### src/rtl/mem_arbiter_if.sv
// Bundle of the fetch-side, mem-stage and memory-side signals around mem_arbiter.
// slave  : the arbiter's view (requests and memory responses come in).
// master : the surrounding pipeline/memory view that drives the requests.
interface mem_arbiter_if;
  logic        inst_req;
  logic [31:0] inst_addr;
  logic [31:0] inst_rdata;
  logic        inst_stall;

  logic        data_req;
  logic        data_wr;
  logic [31:0] data_addr;
  logic [31:0] data_wdata;
  logic [31:0] data_rdata;
  logic        data_stall;

  logic        mem_req;
  logic        mem_wr;
  logic [31:0] mem_addr;
  logic [31:0] mem_wdata;
  logic [31:0] mem_rdata;
  logic        mem_ack;

  logic        bus_err;

  modport slave (
    input  inst_req, inst_addr, data_req, data_wr, data_addr, data_wdata,
           mem_rdata, mem_ack,
    output inst_rdata, inst_stall, data_rdata, data_stall,
           mem_req, mem_wr, mem_addr, mem_wdata, bus_err
  );

  modport master (
    output inst_req, inst_addr, data_req, data_wr, data_addr, data_wdata,
           mem_rdata, mem_ack,
    input  inst_rdata, inst_stall, data_rdata, data_stall,
           mem_req, mem_wr, mem_addr, mem_wdata, bus_err
  );
endinterface

### src/rtl/mem_arbiter.sv
// mem_arbiter: shares one single-port memory between instruction fetch and the
// mem stage. Data wins in IDLE; a finished data access hands straight over to a
// waiting fetch so the fetch side always makes progress. Accesses that see no
// mem_ack within WAIT_MAX cycles are terminated and flag a sticky bus_err.
module mem_arbiter #(
  parameter int unsigned WAIT_MAX = 255
) (
  input logic          clk,
  input logic          rst,
  mem_arbiter_if.slave bus
);

  localparam logic [2:0] IDLE  = 3'd0;
  localparam logic [2:0] DACC  = 3'd1;
  localparam logic [2:0] DRESP = 3'd2;
  localparam logic [2:0] IACC  = 3'd3;
  localparam logic [2:0] IRESP = 3'd4;

  localparam int unsigned CNT_W = (WAIT_MAX < 2) ? 1 : $clog2(WAIT_MAX + 1);
  localparam logic [CNT_W-1:0] LAST_WAIT = CNT_W'(WAIT_MAX - 1);

  logic [2:0]       state;
  logic [CNT_W-1:0] waitCnt;
  logic             startData;
  logic             startInst;
  logic             inAcc;
  logic             memDone;
  logic             timeOut;

  // Decode the next action from the registered state and the live requests.
  always_comb begin
    startData = (state == IDLE) && bus.data_req;
    startInst = ((state == IDLE) && !bus.data_req && bus.inst_req) ||
                ((state == DRESP) && bus.inst_req);
    inAcc     = (state == DACC) || (state == IACC);
    memDone   = inAcc && bus.mem_ack;
    timeOut   = inAcc && !bus.mem_ack && (waitCnt == LAST_WAIT);
  end

  // Stalls release for exactly the one response cycle of each requester.
  always_comb begin
    bus.data_stall = bus.data_req && (state != DRESP);
    bus.inst_stall = bus.inst_req && (state != IRESP);
  end

  // Arbitration FSM, registered memory request and response capture.
  always_ff @(posedge clk or negedge rst) begin
    if (!rst) begin
      state          <= IDLE;
      waitCnt        <= '0;
      bus.mem_req    <= 1'b0;
      bus.mem_wr     <= 1'b0;
      bus.mem_addr   <= '0;
      bus.mem_wdata  <= '0;
      bus.inst_rdata <= '0;
      bus.data_rdata <= '0;
      bus.bus_err    <= 1'b0;
    end else if (startData) begin
      state         <= DACC;
      waitCnt       <= '0;
      bus.mem_req   <= 1'b1;
      bus.mem_wr    <= bus.data_wr;
      bus.mem_addr  <= bus.data_addr;
      bus.mem_wdata <= bus.data_wdata;
    end else if (startInst) begin
      state         <= IACC;
      waitCnt       <= '0;
      bus.mem_req   <= 1'b1;
      bus.mem_wr    <= 1'b0;
      bus.mem_addr  <= bus.inst_addr;
      bus.mem_wdata <= '0;
    end else if (memDone || timeOut) begin
      // The ack has priority over a timeout landing on the same cycle.
      state       <= (state == DACC) ? DRESP : IRESP;
      bus.mem_req <= 1'b0;
      bus.mem_wr  <= 1'b0;
      if (timeOut) begin
        bus.bus_err <= 1'b1;
        waitCnt     <= waitCnt + 1'b1;
      end
      if (state == IACC) begin
        bus.inst_rdata <= timeOut ? '0 : bus.mem_rdata;
      end else if (!bus.mem_wr) begin
        bus.data_rdata <= timeOut ? '0 : bus.mem_rdata;
      end
    end else if (inAcc) begin
      waitCnt <= waitCnt + 1'b1;
    end else if ((state == DRESP) || (state == IRESP)) begin
      state <= IDLE;
    end
  end

endmodule
### src/flat_wrapper.sv
// flat-port wrapper written by rule: the top's interface ports become plain ports
module mem_arbiter_flat 
#(
  parameter int unsigned WAIT_MAX = 255
)
  (clk, rst, bus_inst_req, bus_inst_addr, bus_data_req, bus_data_wr, bus_data_addr, bus_data_wdata, bus_mem_rdata, bus_mem_ack, bus_inst_rdata, bus_inst_stall, bus_data_rdata, bus_data_stall, bus_mem_req, bus_mem_wr, bus_mem_addr, bus_mem_wdata, bus_bus_err);
  mem_arbiter_if bus_i ();
  input logic clk;
  input logic rst;
  input wire logic [$bits(bus_i.inst_req)-1:0] bus_inst_req;
  input wire logic [$bits(bus_i.inst_addr)-1:0] bus_inst_addr;
  input wire logic [$bits(bus_i.data_req)-1:0] bus_data_req;
  input wire logic [$bits(bus_i.data_wr)-1:0] bus_data_wr;
  input wire logic [$bits(bus_i.data_addr)-1:0] bus_data_addr;
  input wire logic [$bits(bus_i.data_wdata)-1:0] bus_data_wdata;
  input wire logic [$bits(bus_i.mem_rdata)-1:0] bus_mem_rdata;
  input wire logic [$bits(bus_i.mem_ack)-1:0] bus_mem_ack;
  output wire logic [$bits(bus_i.inst_rdata)-1:0] bus_inst_rdata;
  output wire logic [$bits(bus_i.inst_stall)-1:0] bus_inst_stall;
  output wire logic [$bits(bus_i.data_rdata)-1:0] bus_data_rdata;
  output wire logic [$bits(bus_i.data_stall)-1:0] bus_data_stall;
  output wire logic [$bits(bus_i.mem_req)-1:0] bus_mem_req;
  output wire logic [$bits(bus_i.mem_wr)-1:0] bus_mem_wr;
  output wire logic [$bits(bus_i.mem_addr)-1:0] bus_mem_addr;
  output wire logic [$bits(bus_i.mem_wdata)-1:0] bus_mem_wdata;
  output wire logic [$bits(bus_i.bus_err)-1:0] bus_bus_err;
  assign bus_i.inst_req = bus_inst_req;
  assign bus_i.inst_addr = bus_inst_addr;
  assign bus_i.data_req = bus_data_req;
  assign bus_i.data_wr = bus_data_wr;
  assign bus_i.data_addr = bus_data_addr;
  assign bus_i.data_wdata = bus_data_wdata;
  assign bus_i.mem_rdata = bus_mem_rdata;
  assign bus_i.mem_ack = bus_mem_ack;
  assign bus_inst_rdata = bus_i.inst_rdata;
  assign bus_inst_stall = bus_i.inst_stall;
  assign bus_data_rdata = bus_i.data_rdata;
  assign bus_data_stall = bus_i.data_stall;
  assign bus_mem_req = bus_i.mem_req;
  assign bus_mem_wr = bus_i.mem_wr;
  assign bus_mem_addr = bus_i.mem_addr;
  assign bus_mem_wdata = bus_i.mem_wdata;
  assign bus_bus_err = bus_i.bus_err;
  mem_arbiter #(.WAIT_MAX(WAIT_MAX)) u_core (.clk(clk), .rst(rst), .bus(bus_i));
endmodule
### config.mk
export PLATFORM = sky130hd
export DESIGN_NAME = mem_arbiter_flat
export DESIGN_NICKNAME = d
export VERILOG_FILES = /design/src/rtl/mem_arbiter_if.sv /design/src/rtl/mem_arbiter.sv /design/src/flat_wrapper.sv
export SDC_FILE = /design/constraint.sdc
export NUM_CORES = 1
export LEC_CHECK = 0
export ABC_AREA = 1
export CELL_PAD_IN_SITES_DETAIL_PLACEMENT = 1
export CELL_PAD_IN_SITES_GLOBAL_PLACEMENT = 2
export CORE_ASPECT_RATIO = 1.75
export CORE_MARGIN = 2
export CORE_UTILIZATION = 24
export CTS_BUF_LIST = sky130_fd_sc_hd__clkbuf_8
export CTS_CLUSTER_SIZE = 25
export DETAILED_ROUTE_END_ITERATION = 12
export PLACE_DENSITY_LB_ADDON = 0.1
export SYNTH_ARGS = -nofsm -noshare
export SYNTH_HDL_FRONTEND = slang
export SYNTH_SLANG_ARGS = --single-unit
export TNS_END_PERCENT = 50
### constraint.sdc
create_clock -name clk -period 2.3 [get_ports clk]
set_clock_uncertainty 0.2 [all_clocks]
set_input_delay 0.69 -clock clk [delete_from_list [all_inputs] [get_ports clk]]
set_output_delay 0.69 -clock clk [all_outputs]
set_load 0.005 [all_outputs]
==> flow_metrics.env, run 1 <==
export IMPL_status="completed"
export IMPL_cts_sinks=142
export IMPL_ctsLongestPathBuffers=2
export IMPL_leakagePower_nw=4.87
export IMPL_drive_gt1_share_pct=9.55
export IMPL_area_growth_pct=61.4
export IMPL_num_fill_cells=2916
export IMPL_synth_ff_type="dfrtp_1"
export IMPL_fp_row_count=77
export IMPL_die_area_sq_um=26700
export IMPL_tightestPinTransition_ps=458
export IMPL_reg2reg_depth=7
export IMPL_seq_area_frac_synth_pct=58.4
export IMPL_grt_overflow=0
export IMPL_pre_cts_ws_ps=-548
export IMPL_path_class="flop to primary output"
export IMPL_synth_cell_types=26
export IMPL_drcViolationCount=0
export IMPL_worstSetupEndpointType="primary output"
export IMPL_grt_max_degree=66
export IMPL_syn_avg_cell_area_sq_um=8.63
export IMPL_relSlewSlack_pct=69.5
export IMPL_worstPathMaxFanout=2
export IMPL_holdPathStages=2
export IMPL_finalCritPeriodShare_pct=97.0
export IMPL_syn_num_nets=842
export IMPL_dp_hpwl_mm=16.4
export IMPL_wl_per_cell_um=17.1
export IMPL_wirelength_mm=22.4
export IMPL_grt_pass1_wl_mm=36.3
export IMPL_max_stage_delay_ps=510
export IMPL_min_path_type="flop to flop"
export IMPL_synth_top_area_share_pct=58.4
export IMPL_clkLatencyLatePin_ps=460
export IMPL_synth_largest_area_cell="dfrtp_1"
export IMPL_cts_root_buf="clkbuf_8"
export IMPL_clk_pin_slew_ps=80
export IMPL_crit_family="buffers and inverters"
export IMPL_cts_tree="built"
export IMPL_crit_cells=1
export IMPL_die_x_um=124
export IMPL_synth_edf_count=0
export IMPL_first_iter_violations=169
export IMPL_hold_violations=0
export IMPL_crit_path_top_delay_cell="clkdlybuf4s50_1"
export IMPL_finalMaxSlewViolations=0
export IMPL_yosysWarnings=0
export IMPL_fmax_ghz=0.448
export IMPL_grt_pass1_vias=6656
export IMPL_layout_setup_ws_ps=69.1
export IMPL_grt_usage_pct=17.2
export IMPL_setup_viol=0
export IMPL_vias=5971
export IMPL_core_sq_um=25100
export IMPL_cellPowerDensity_nw_per_um2=1250
export IMPL_gp_congestion=0.733
export IMPL_drv_cap=0
export IMPL_antenna_found_initial=1
export IMPL_dr_pass1_iters=4
export IMPL_io_buffers=266
export IMPL_async_flop_share_pct=100
export IMPL_synthTopCellsByArea="dfrtp_1, nand2_1, nand3_1"
export IMPL_pin_count=267
export IMPL_start_util_pct=24.2
export IMPL_cp_arrival_ps=1340
export IMPL_vdd_drop_max_v=0.000435
export IMPL_synth_seq_cells=142
export IMPL_syn_area_sq_um=6090
export IMPL_ant_nets=0
export IMPL_cp_required_ps=1410
export IMPL_synthMostInstantiatedCell="nand2_1"
export IMPL_via_per_inst=4.55
export IMPL_die_h_um=215
export IMPL_period_minus_slack_ps=2230
export IMPL_final_cells=1312
export IMPL_cp_start_kind="flop"
export IMPL_nNetsFinal=1118
export IMPL_htreeDepth=4
export IMPL_placed_cells_incl_taps=1272
export IMPL_yosys_top_cells_count="nand2_1, dfrtp_1, nand3_1"
export IMPL_crit_path_cell_trace="clkdlybuf4s50_1"
export IMPL_path_buf_inv=1
export IMPL_netlist_instances=706
export IMPL_numCtsBuffers=17
## where the power goes
group	switching [W]	internal (W)
logic	0.00293	0.00285
clock network	0.000982	0.00118
registers	0.000676	0.00367
total	0.00459	0.00770
## metrics by stage
| stage | cell area [sq um] | utilization [%] | setup TNS, ps | power [W] | hold WS (ps) |
|---|---|---|---|---|---|
| 5_1_grt | 9830 | 39.1 | -4.42 | 0.0133 | 302 |
| 4_1_cts | 9720 | 38.7 | 0 | 0.0126 | 280 |
| 3_5_place_dp | 9350 | 37.2 | -10600 | 0.0107 | 260 |
| 3_3_place_gp | 9350 | 37.2 | -9130 | 0.0104 | 256 |
| 6_report | 9830 | 39.1 | 0 | 0.0123 | 271 |
| 2_1_floorplan | 6090 | - | 0 | 0.00679 | 194 |
## layout by cell type (no fill, tap or decap)
| cell | synthesis | routed |
|---|---|---|
| xnor2_1 | 1 | 1 |
| inv_1 | 10 | 9 |
| dlygate4sd3_1 | 0 | 1 |
| nand2_2 | 5 | 5 |
| nor2_1 | 50 | 48 |
| a21oi_1 | 7 | 6 |
| nand2_1 | 254 | 254 |
| a31oi_1 | 32 | 32 |
| dfrtp_2 | 0 | 1 |
| nor3b_1 | 1 | 1 |
| a21oi_2 | 0 | 1 |
| bufinv_16 | 0 | 3 |
| nor2_2 | 1 | 1 |
| ha_1 | 2 | 2 |
| clkinvlp_4 | 0 | 3 |
| clkdlybuf4s50_1 | 0 | 180 |
| nand3_4 | 1 | 1 |
| nor2_4 | 2 | 4 |
| dfrtp_1 | 142 | 141 |
| nor3_1 | 1 | 1 |
| clkbuf_8 | 0 | 21 |
| buf_2 | 16 | 2 |
| o21ai_1 | 32 | 32 |
| inv_2 | 3 | 4 |
| dlymetal6s2s_1 | 0 | 25 |
| diode_2 | 0 | 1 |
| buf_4 | 1 | 29 |
| a21boi_2 | 0 | 1 |
| buf_6 | 1 | 1 |
| nand4_1 | 33 | 33 |
| nand3_1 | 74 | 74 |
| dlygate4sd2_1 | 0 | 58 |
| clkinv_2 | 0 | 5 |
| o21ai_0 | 2 | 2 |
| buf_12 | 0 | 12 |
| nand3_2 | 1 | 1 |
## routing by layer
metal,vias to the layer above,wire length (um),GRT usage (%)
li1,2886,-,-
met1,2867,8270,18.0
met2,193,12100,31.4
met5,-,0,0
met4,0,440,6.55
met3,25,1560,5.80
## repair_timing
action	4_1_cts	5_1_grt
endpoints found under the setup margin	58	28
resized for setup	71	26
buffers inserted	1	5
hold buffers	1	0
pin swaps	0	0
endpoints found under the hold margin	35	0
## registers in the layout, indices dropped and copies added (netlist names)
signal	cells
u_core.bus.inst_rdata	32
u_core.bus.mem_wr	1
u_core.bus.mem_wdata	32
u_core.bus.mem_addr	32
u_core.bus.mem_req	1
u_core.bus.bus_err	1
u_core.waitCnt	8
u_core.state	3
u_core.bus.data_rdata	32
## logic make-up after synthesis
kind of cell / share of synthesized area, %
flops: 58.4
simple gates: 29.9
compound gates: 6.78
fa+ha+maj: 0.411
xor+xnor: 0.144
buf+inv: 4.46
## area by class of cell
| cell class | count | area (sq um) | share of cell area (%) |
|---|---|---|---|
| Antenna cell | 1 | 2.50 | 0.0255 |
| Clock buffer | 21 | 289 | 2.94 |
| Clock inverter | 11 | 138 | 1.40 |
| Inverter | 13 | 48.8 | 0.497 |
| Multi-Input combinational cell | 500 | 2290 | 23.3 |
| Sequential cell | 142 | 3550 | 36.2 |
| Tap cell | 316 | 395 | 4.02 |
| Timing Repair Buffer | 308 | 3110 | 31.7 |
## final timing paths
check                                                   endpoint                                   from  slack, ps
max reg2reg                  u_core.bus.mem_addr[29]$_DFFE_PN0P_            u_core.state[0]$_DFFE_PN0P_        220
max in group asynchronous     u_core.bus.mem_addr[7]$_DFFE_PN0P_                                    rst        780
min reg2reg                  u_core.bus.mem_wdata[1]$_DFFE_PN0P_    u_core.bus.mem_wdata[1]$_DFFE_PN0P_        270
min in group asynchronous  u_core.bus.data_rdata[10]$_DFFE_PN0P_                                    rst        520
max                                           bus_inst_rdata[13]  u_core.bus.inst_rdata[13]$_DFFE_PN0P_         70
min                          u_core.bus.mem_wdata[1]$_DFFE_PN0P_    u_core.bus.mem_wdata[1]$_DFFE_PN0P_        270
Power figures use the tool's default switching activity.
==> run 2, diff against run 1 <==
- CAP_MARGIN: default -> 40
==> results of run 2 <==
No change in the layout: final DEF, timing and power equal those of run 1.
